<file path="config.mk">
export PLATFORM = sky130hd
export DESIGN_NAME = kme_fail_stop_ctrl
export DESIGN_NICKNAME = d
export VERILOG_FILES = /design/src/rtl/kme_fail_pkg.sv /design/src/rtl/kme_prio_enc.sv /design/src/rtl/kme_fail_stop_ctrl.sv
export SDC_FILE = /design/constraint.sdc
export NUM_CORES = 1
export LEC_CHECK = 0
export ABC_AREA = 1
export CORE_MARGIN = 10
export CORE_UTILIZATION = 50
export DETAILED_ROUTE_END_ITERATION = 10
export PLACE_DENSITY = 0.75
export REMOVE_ABC_BUFFERS = 1
export SLEW_MARGIN = 20
export SYNTH_ARGS = -nofsm -noshare
export SYNTH_HDL_FRONTEND = slang
export SYNTH_HIERARCHICAL = 1
export SYNTH_SLANG_ARGS = --single-unit
</file>
<file path="constraint.sdc">
create_clock -name clk -period 1.5 [get_ports clk]
set_input_delay 0.225 -clock clk [delete_from_list [all_inputs] [get_ports clk]]
set_output_delay 0.225 -clock clk [all_outputs]
set_load 0.005 [all_outputs]
</file>
<file path="src/rtl/kme_fail_pkg.sv">
// Shared types and constants for the fail-stop controller.
package kme_fail_pkg;

    typedef enum logic [1:0] {
        StIdle,
        StDrain,
        StReq,
        StHalt
    } fail_state_e;

    localparam int unsigned FAIL_CNT_W = 8;
    // Capture fields are sized for the largest supported configuration; the top slices them.
    localparam int unsigned CAP_SRC_W  = 8;
    localparam int unsigned CAP_TS_W   = 64;

    typedef struct packed {
        logic [CAP_SRC_W-1:0] src;
        logic                 multi;
        logic [CAP_TS_W-1:0]  tstamp;
    } fail_cap_t;

    function automatic logic [FAIL_CNT_W-1:0] sat_inc(input logic [FAIL_CNT_W-1:0] v);
        return (v == '1) ? v : v + FAIL_CNT_W'(1);
    endfunction

endpackage

</file>
<file path="src/rtl/kme_prio_enc.sv">
// Lowest-index priority encoder with any/multi flags.
module kme_prio_enc #(
    parameter int unsigned N    = 4,
    parameter int unsigned IdxW = (N > 1) ? $clog2(N) : 1
) (
    input  logic [N-1:0]    req_i,
    output logic [IdxW-1:0] idx_o,
    output logic            any_o,
    output logic            multi_o
);

    always_comb begin
        idx_o = '0;
        for (int i = int'(N) - 1; i >= 0; i--) begin
            if (req_i[i]) idx_o = IdxW'(i);
        end
    end

    assign any_o   = |req_i;
    // Clearing the lowest set bit leaves something only if two or more bits were set.
    assign multi_o = |(req_i & (req_i - N'(1)));

endmodule

</file>
<file path="src/rtl/kme_fail_stop_ctrl.sv">
// Failure collector: latches the first unmasked failure, drains, then runs a stop handshake
// with the emulator and holds halted until software clears it.
module kme_fail_stop_ctrl
    import kme_fail_pkg::*;
#(
    parameter int unsigned NUM_SRC      = 4,
    parameter int unsigned DRAIN_CYCLES = 16,
    parameter int unsigned TS_W         = 32
) (
    input  logic                       clk,
    input  logic                       rst_n,
    input  logic [NUM_SRC-1:0]         src_fail,
    input  logic [NUM_SRC-1:0]         src_mask,
    input  logic                       stop_ack,
    input  logic                       clear,
    output logic                       failure,
    output logic [$clog2(NUM_SRC)-1:0] first_src,
    output logic                       first_multi,
    output logic [TS_W-1:0]            fail_time,
    output logic [FAIL_CNT_W-1:0]      fail_count,
    output logic                       stop_req,
    output logic                       halted
);

    localparam int unsigned SrcW   = $clog2(NUM_SRC);
    localparam int unsigned DrainW = (DRAIN_CYCLES == 0) ? 1 : $clog2(DRAIN_CYCLES + 1);

    fail_state_e             state_q, state_d;
    logic [TS_W-1:0]         ts_q, ts_d;
    logic [DrainW-1:0]       drain_q, drain_d;
    fail_cap_t               cap_q, cap_d;
    logic                    failure_q, failure_d;
    logic [FAIL_CNT_W-1:0]   cnt_q, cnt_d;

    logic [NUM_SRC-1:0]      act;
    logic [SrcW-1:0]         enc_idx;
    logic                    hit;
    logic                    enc_multi;

    assign act = src_fail & ~src_mask;

    kme_prio_enc #(
        .N    (NUM_SRC),
        .IdxW (SrcW)
    ) u_prio_enc (
        .req_i   (act),
        .idx_o   (enc_idx),
        .any_o   (hit),
        .multi_o (enc_multi)
    );

    always_comb begin
        state_d   = state_q;
        ts_d      = ts_q + TS_W'(1);
        drain_d   = drain_q;
        cap_d     = cap_q;
        failure_d = failure_q;
        cnt_d     = cnt_q;

        unique case (state_q)
            StIdle: begin
                // Capture beats a coincident clear: nothing has failed yet.
                if (hit) begin
                    cap_d.src    = CAP_SRC_W'(enc_idx);
                    cap_d.multi  = enc_multi;
                    cap_d.tstamp = CAP_TS_W'(ts_q);
                    failure_d    = 1'b1;
                    cnt_d        = FAIL_CNT_W'(1);
                    drain_d      = DrainW'(DRAIN_CYCLES);
                    state_d      = (DRAIN_CYCLES == 0) ? StReq : StDrain;
                end else if (clear) begin
                    cap_d     = '0;
                    failure_d = 1'b0;
                    cnt_d     = '0;
                end
            end
            StDrain: begin
                if (hit) cnt_d = sat_inc(cnt_q);
                drain_d = drain_q - DrainW'(1);
                if (drain_q == DrainW'(1)) state_d = StReq;
            end
            StReq: begin
                if (hit) cnt_d = sat_inc(cnt_q);
                if (stop_ack) state_d = StHalt;
            end
            StHalt: begin
                if (clear) begin
                    cap_d     = '0;
                    failure_d = 1'b0;
                    cnt_d     = '0;
                    state_d   = StIdle;
                end else if (hit) begin
                    cnt_d = sat_inc(cnt_q);
                end
            end
            default: state_d = StIdle;
        endcase
    end

    always_ff @(posedge clk or negedge rst_n) begin
        if (!rst_n) begin
            state_q   <= StIdle;
            ts_q      <= '0;
            drain_q   <= '0;
            cap_q     <= '0;
            failure_q <= 1'b0;
            cnt_q     <= '0;
        end else begin
            state_q   <= state_d;
            ts_q      <= ts_d;
            drain_q   <= drain_d;
            cap_q     <= cap_d;
            failure_q <= failure_d;
            cnt_q     <= cnt_d;
        end
    end

    assign failure     = failure_q;
    assign first_src   = cap_q.src[SrcW-1:0];
    assign first_multi = cap_q.multi;
    assign fail_time   = cap_q.tstamp[TS_W-1:0];
    assign fail_count  = cnt_q;
    assign stop_req    = (state_q == StReq);
    assign halted      = (state_q == StHalt);

    if (SrcW < CAP_SRC_W) begin : g_src_pad
        logic unused_src_pad;
        assign unused_src_pad = ^cap_q.src[CAP_SRC_W-1:SrcW];
    end
    if (TS_W < CAP_TS_W) begin : g_ts_pad
        logic unused_ts_pad;
        assign unused_ts_pad = ^cap_q.tstamp[CAP_TS_W-1:TS_W];
    end

endmodule
</file>
* Word-level counts from Yosys, hierarchy flattened
Index checks and enable logic that the tools add are counted.
Word-level totals: input port bits 12, register bits after elaboration 121, output and inout bits 46
Cells by class: multiplexer cells 23, eq/ne operators 10, $add $sub $neg 4, bitwise gates (word level) 3, reduce and logical (&&, ||, !) cells 8
Operators by type and width (number):
- 73-bit two-way mux | 2
- 73-bit case mux with 2 select lines | 1
- 8-bit two-way mux | 5
- 32-bit by 1-bit adder with 32-bit output, second input constant | 1
- 8-bit case mux with 3 select lines | 1
- 2-bit two-way mux | 8
- 5-bit case mux with 2 select lines | 1
- 8-bit by 1-bit adder with 8-bit output, second input constant | 1
- 4-bit bitwise AND | 2
- 8-bit equality test, second input constant | 1
- 2-bit inequality test, second input constant | 4
- 2-bit case mux with 4 select lines | 1
- 4-bit OR reduction | 2
- 5-bit by 1-bit equality test with 1-bit output, second input constant | 1
- 5-bit two-way mux | 1
- 5-bit by 1-bit subtractor with 5-bit output, second input constant | 1
- 2-bit equality test, second input constant | 2
- 4-bit NOT | 1
- 4-bit AND reduction | 1
- 2-bit nonzero test | 2
- 4-bit by 1-bit subtractor with 4-bit output, second input constant | 1
- 3-bit inequality test, second input constant | 1
- 2-bit by 1-bit equality test with 1-bit output, second input constant | 1
- 2-bit zero test | 1
- 4 further kinds | 5

* Longest topological paths before layout
word-level depth 8, mapped depth 13, depth with buffers taken out 12

* By module
The synthesis kept the hierarchy.
By module, submodules not included:
- kme_fail_stop_ctrl | times used 1, area an instance 4232.8 µm², cells each 508, seq. area each 2077.0 µm²
- kme_prio_enc | times used 1, area an instance 60.1 µm², cells each 14, seq. area each 0.0 µm²

* Least setup slack after synthesis
OpenSTA, ideal clock, no wires.
kind register -> register, start point register state_q[0], end point register cap_q (netlist bit fail_time[13]), cell stages (with the launch flop) 8, data required time 1379 ps, path buffers 1, clock period less this slack 1449 ps, setup time 121 ps, setup slack 51 ps, data arrival time 1328 ps, cell sequence dfrtp_1 > inv_1 > ha_1 > inv_1 > nand3_1 > inv_1 > buf_2 > nor2_1
On the way: word-level cells in the longest chain between the ends 2, elaborated cells between the ends (all ways) 4, classes of those cells 1 x eq/ne; 1 x mux; 2 x reduce/logical
Ends and longest elaborated chain:
- from (decl) | RTL line kme_fail_stop_ctrl.sv:28 | fail_state_e state_q, state_d;
- from (signal assigned) | RTL line kme_fail_stop_ctrl.sv:102 | state_q <= StIdle;
- from (signal assigned) | RTL line kme_fail_stop_ctrl.sv:109 | state_q <= state_d;
- 2-bit equality test / 2-bit zero test (equally long branches) | RTL line kme_fail_stop_ctrl.sv:60 | unique case (state_q)
- 73-bit case mux with 2 select lines / 2-bit nonzero test (equally long branches)
- to (signal assigned) | RTL line kme_fail_stop_ctrl.sv:112 | cap_q <= cap_d;
- to (decl) | RTL line kme_fail_stop_ctrl.sv:31 | fail_cap_t cap_q, cap_d;
Parallel ways exist; a longest one is shown, timed or not. A chain may end at the register's enable or synchronous reset.

* Worst setup path in the final report
start point register state_q[0], end point register cap_q (netlist bit fail_time[18])
Same word-level chain as after synthesis.

==> metrics.csv <==
metric,value,unit
outcome,"finished, violations left",
violations,negative setup slack,
ys_types,30,
dp_cells,699,
critical-path-max-stage-delay,400,ps
synth.yosys.seq_area_share,0.484,
crit_top_cell,buf_6,
first_iter_violations,230,
syn2layout_area_growth,39.0,%
comb_power_share,0.518,
final_core_util,0.719,
first_global_vias,3901,
synth_top_flop_cell,dfrtp_1,
clockBufferDepth,2,
vias,3939,
coreArea,8300,sq um
peakVddDrop,0.769,mV
drive_gt1_frac,0.223,
diodes,0,
worst_slew_pin_slew,465,ps
setup_slack,-126,ps
finalSetupViolCount,41,
grt_pass1_wl,18600,um
clkTransAtPathRegs,90,ps
cts_buffers,9,
netlist_instances,522,
layout.cells.non_filler,750,
die_w,113,um
setup.worst_path.end_class,flop,
worstPathCellList,inv_2 -> buf_6 -> ha_4 -> nor2_4 -> buf_6 -> buf_12 -> clkbuf_16 -> o211a_1,
grt_overflow,0,
crit_arrival,1870,ps
crit_slowest_cell,dfrtp_1,
drc,0,
cts_tree,built,
drtPass1Iterations,5,
pre_cts_ws,-459,ps
hp-class,input port to async pin,
initial_utilization,0.517,
slew_violations,0,
fmax,0.615,GHz
ant_nets,0,
clkLatencyLatePin,360,ps
avgViaCountPerCell,5.25,
path_max_fanout,6,
gp_congestion,0.907,
fin_nets,660,
cellLeakagePower,2.95,nW
total_power,9.64,mW
synth-edff-count,0,
io_buffers,57,
ys_ff_latch,83,
routed_wl,12000,um
syn_area_per_cell,8.22,sq um
htree_levels,3,
fin_tns_setup,-2850,ps
wl_per_cell,16.0,um
antenna_found_initial,0,
internal-power,6.29,mW
crit_path_start_kind,flop,
die_h,113,um
path_class,flop to flop,
rsz0062_at_grt,true,
finalCritPeriodShare,1.08,
fp-row-count,33,
power.switching,3.35,mW
finalHoldViolCount,0,
async_flop_share,1.00,
relSlewSlack,0.690,
swShare,0.347,
min_period,1630,ps
yosysWarnings,6,
power_frac_seq,0.302,
root_buffer,clkbuf_8,
cap_violations,0,
track_usage,0.173,
detailed_place_hpwl,8040,um
io_pins,58,
clkPwrFrac,0.180,
synth_area,4290,sq um
rrSetupSlack,-130,ps
die_area,12700,sq um
critPathRequiredTime,1740,ps
skew,13.8,ps
grt_max_degree,32,
cts.sinks,83,
power.density,1620,nW/um^2
==> power groups by stage <==
stage / clock (mW) / combinational (mW) / sequential, mW
floorplan: 0 / 1.63 / 2.93
global placement: 0 / 3.12 / 2.93
detailed placement: 0 / 3.21 / 2.96
CTS: 1.76 / 3.64 / 2.88
global route: 1.87 / 5.30 / 2.95
finish: 1.74 / 5.00 / 2.91
==> placed cells by master (no fill, tap or decap), types with 3 or more instances in the layout <==
cell type / instances
o21ai_2: 3
buf_4: 42
nand3_2: 4
dfrtp_1: 79
nand3_1: 27
xnor2_1: 5
clkbuf_8: 9
dlymetal6s2s_1: 11
buf_6: 5
a21oi_1: 7
nor3_1: 3
o21ai_0: 3
nor2_4: 7
a21oi_2: 3
inv_1: 45
nand3b_1: 7
xor2_1: 10
dfrtp_2: 4
ha_2: 3
nand4_1: 4
buf_12: 8
clkdlybuf4s50_1: 41
o21ai_1: 9
nand2_2: 10
mux2i_1: 21
nor2_1: 72
clkinv_2: 4
o211a_1: 4
ha_1: 3
nand2_1: 140
clkbuf_16: 3
nor2_2: 17
inv_2: 5
==> cell usage after synthesis (all sizes together), types with 3 or more instances <==
library cell,instances,share of area
nand3,31,0.038
nand2,152,0.14
a21oi,12,0.014
buf,10,0.017
dfrtp,83,0.48
nor2,96,0.098
xor2,10,0.020
ha,8,0.023
o21ai,17,0.020
o211a,4,0.0093
xnor2,5,0.010
nand4,4,0.0058
nor3,3,0.0035
inv,51,0.045
mux2i,23,0.054
nand3b,7,0.012
==> kinds of logic after synthesis <==
kind of cell,share of synthesized area
XOR/XNOR,0.0306
AND/OR/NAND/NOR,0.299
flip-flops,0.484
buffers and inverters,0.0615
multiplexers,0.0536
AO/OA/AOI/OAI,0.0481
adder cells (fa/ha/maj),0.0233
==> worst max-delay path, delay by kind of cell, from the launching register on <==
kind                     cells  cell delay [ps]
buffers and inverters        5              560
flip-flops                   1              400
AO/OA/AOI/OAI                1              200
AND/OR/NAND/NOR              1               50
adder cells (fa/ha/maj)      1              300
==> flip-flops by register name (all words and copies together) (netlist names) <==
| name | cells |
|---|---|
| state_q | 2 |
| fail_time | 32 |
| fail_count | 8 |
| first_multi | 1 |
| drain_q | 5 |
| ts_q | 32 |
| failure | 1 |
| first_src | 2 |
==> path summary, 6_finish.rpt <==
check / from / to / depth (start not counted)
min in group clk: failure / failure / 1
min: rst_n / fail_count[5] / 2
max: state_q[0] / fail_time[18] / 8
max in group asynchronous: rst_n / fail_count[2] / 3
min reg2reg: failure / failure / 1
max reg2reg: state_q[0] / fail_time[18] / 8
==> through the flow <==
| stage | hold WS (ps) | instance area [sq um] |
|---|---|---|
| floorplan | -70.6 | 4220 |
| global placement | 199 | 5180 |
| detailed placement | 206 | 5180 |
| CTS | 361 | 5550 |
| global route | 384 | 5970 |
| finish | 346 | 5970 |
==> what timing repair did <==
action,CTS,global route
gates resized for setup,27,66
gates cloned,1,5
endpoints found under the setup margin,59,67
pin swaps,2,13
hold endpoints to repair,29,0
buffers inserted,13,16
hold buffers,1,0
==> area by class of cell <==
cell class,count,area (sq um)
Inverter,51,194
Clock buffer,10,128
Sequential cell,83,2080
Tap cell,105,131
Timing Repair Buffer,117,1220
Multi-Input combinational cell,378,2130
Fill cell,619,2330
Clock inverter,6,80.1
==> routing by layer <==
| metal | wire [um] | track usage | up-vias | part of all wire |
|---|---|---|---|---|
| met5 | 0 | 0 | - | 0 |
| met4 | 279 | 0.0660 | 0 | 0.023 |
| met3 | 611 | 0.0399 | 28 | 0.051 |
| met2 | 6310 | 0.302 | 120 | 0.52 |
| met1 | 4820 | 0.201 | 1902 | 0.40 |
| li1 | - | - | 1889 | - |
(Power assumes the default switching activity.)
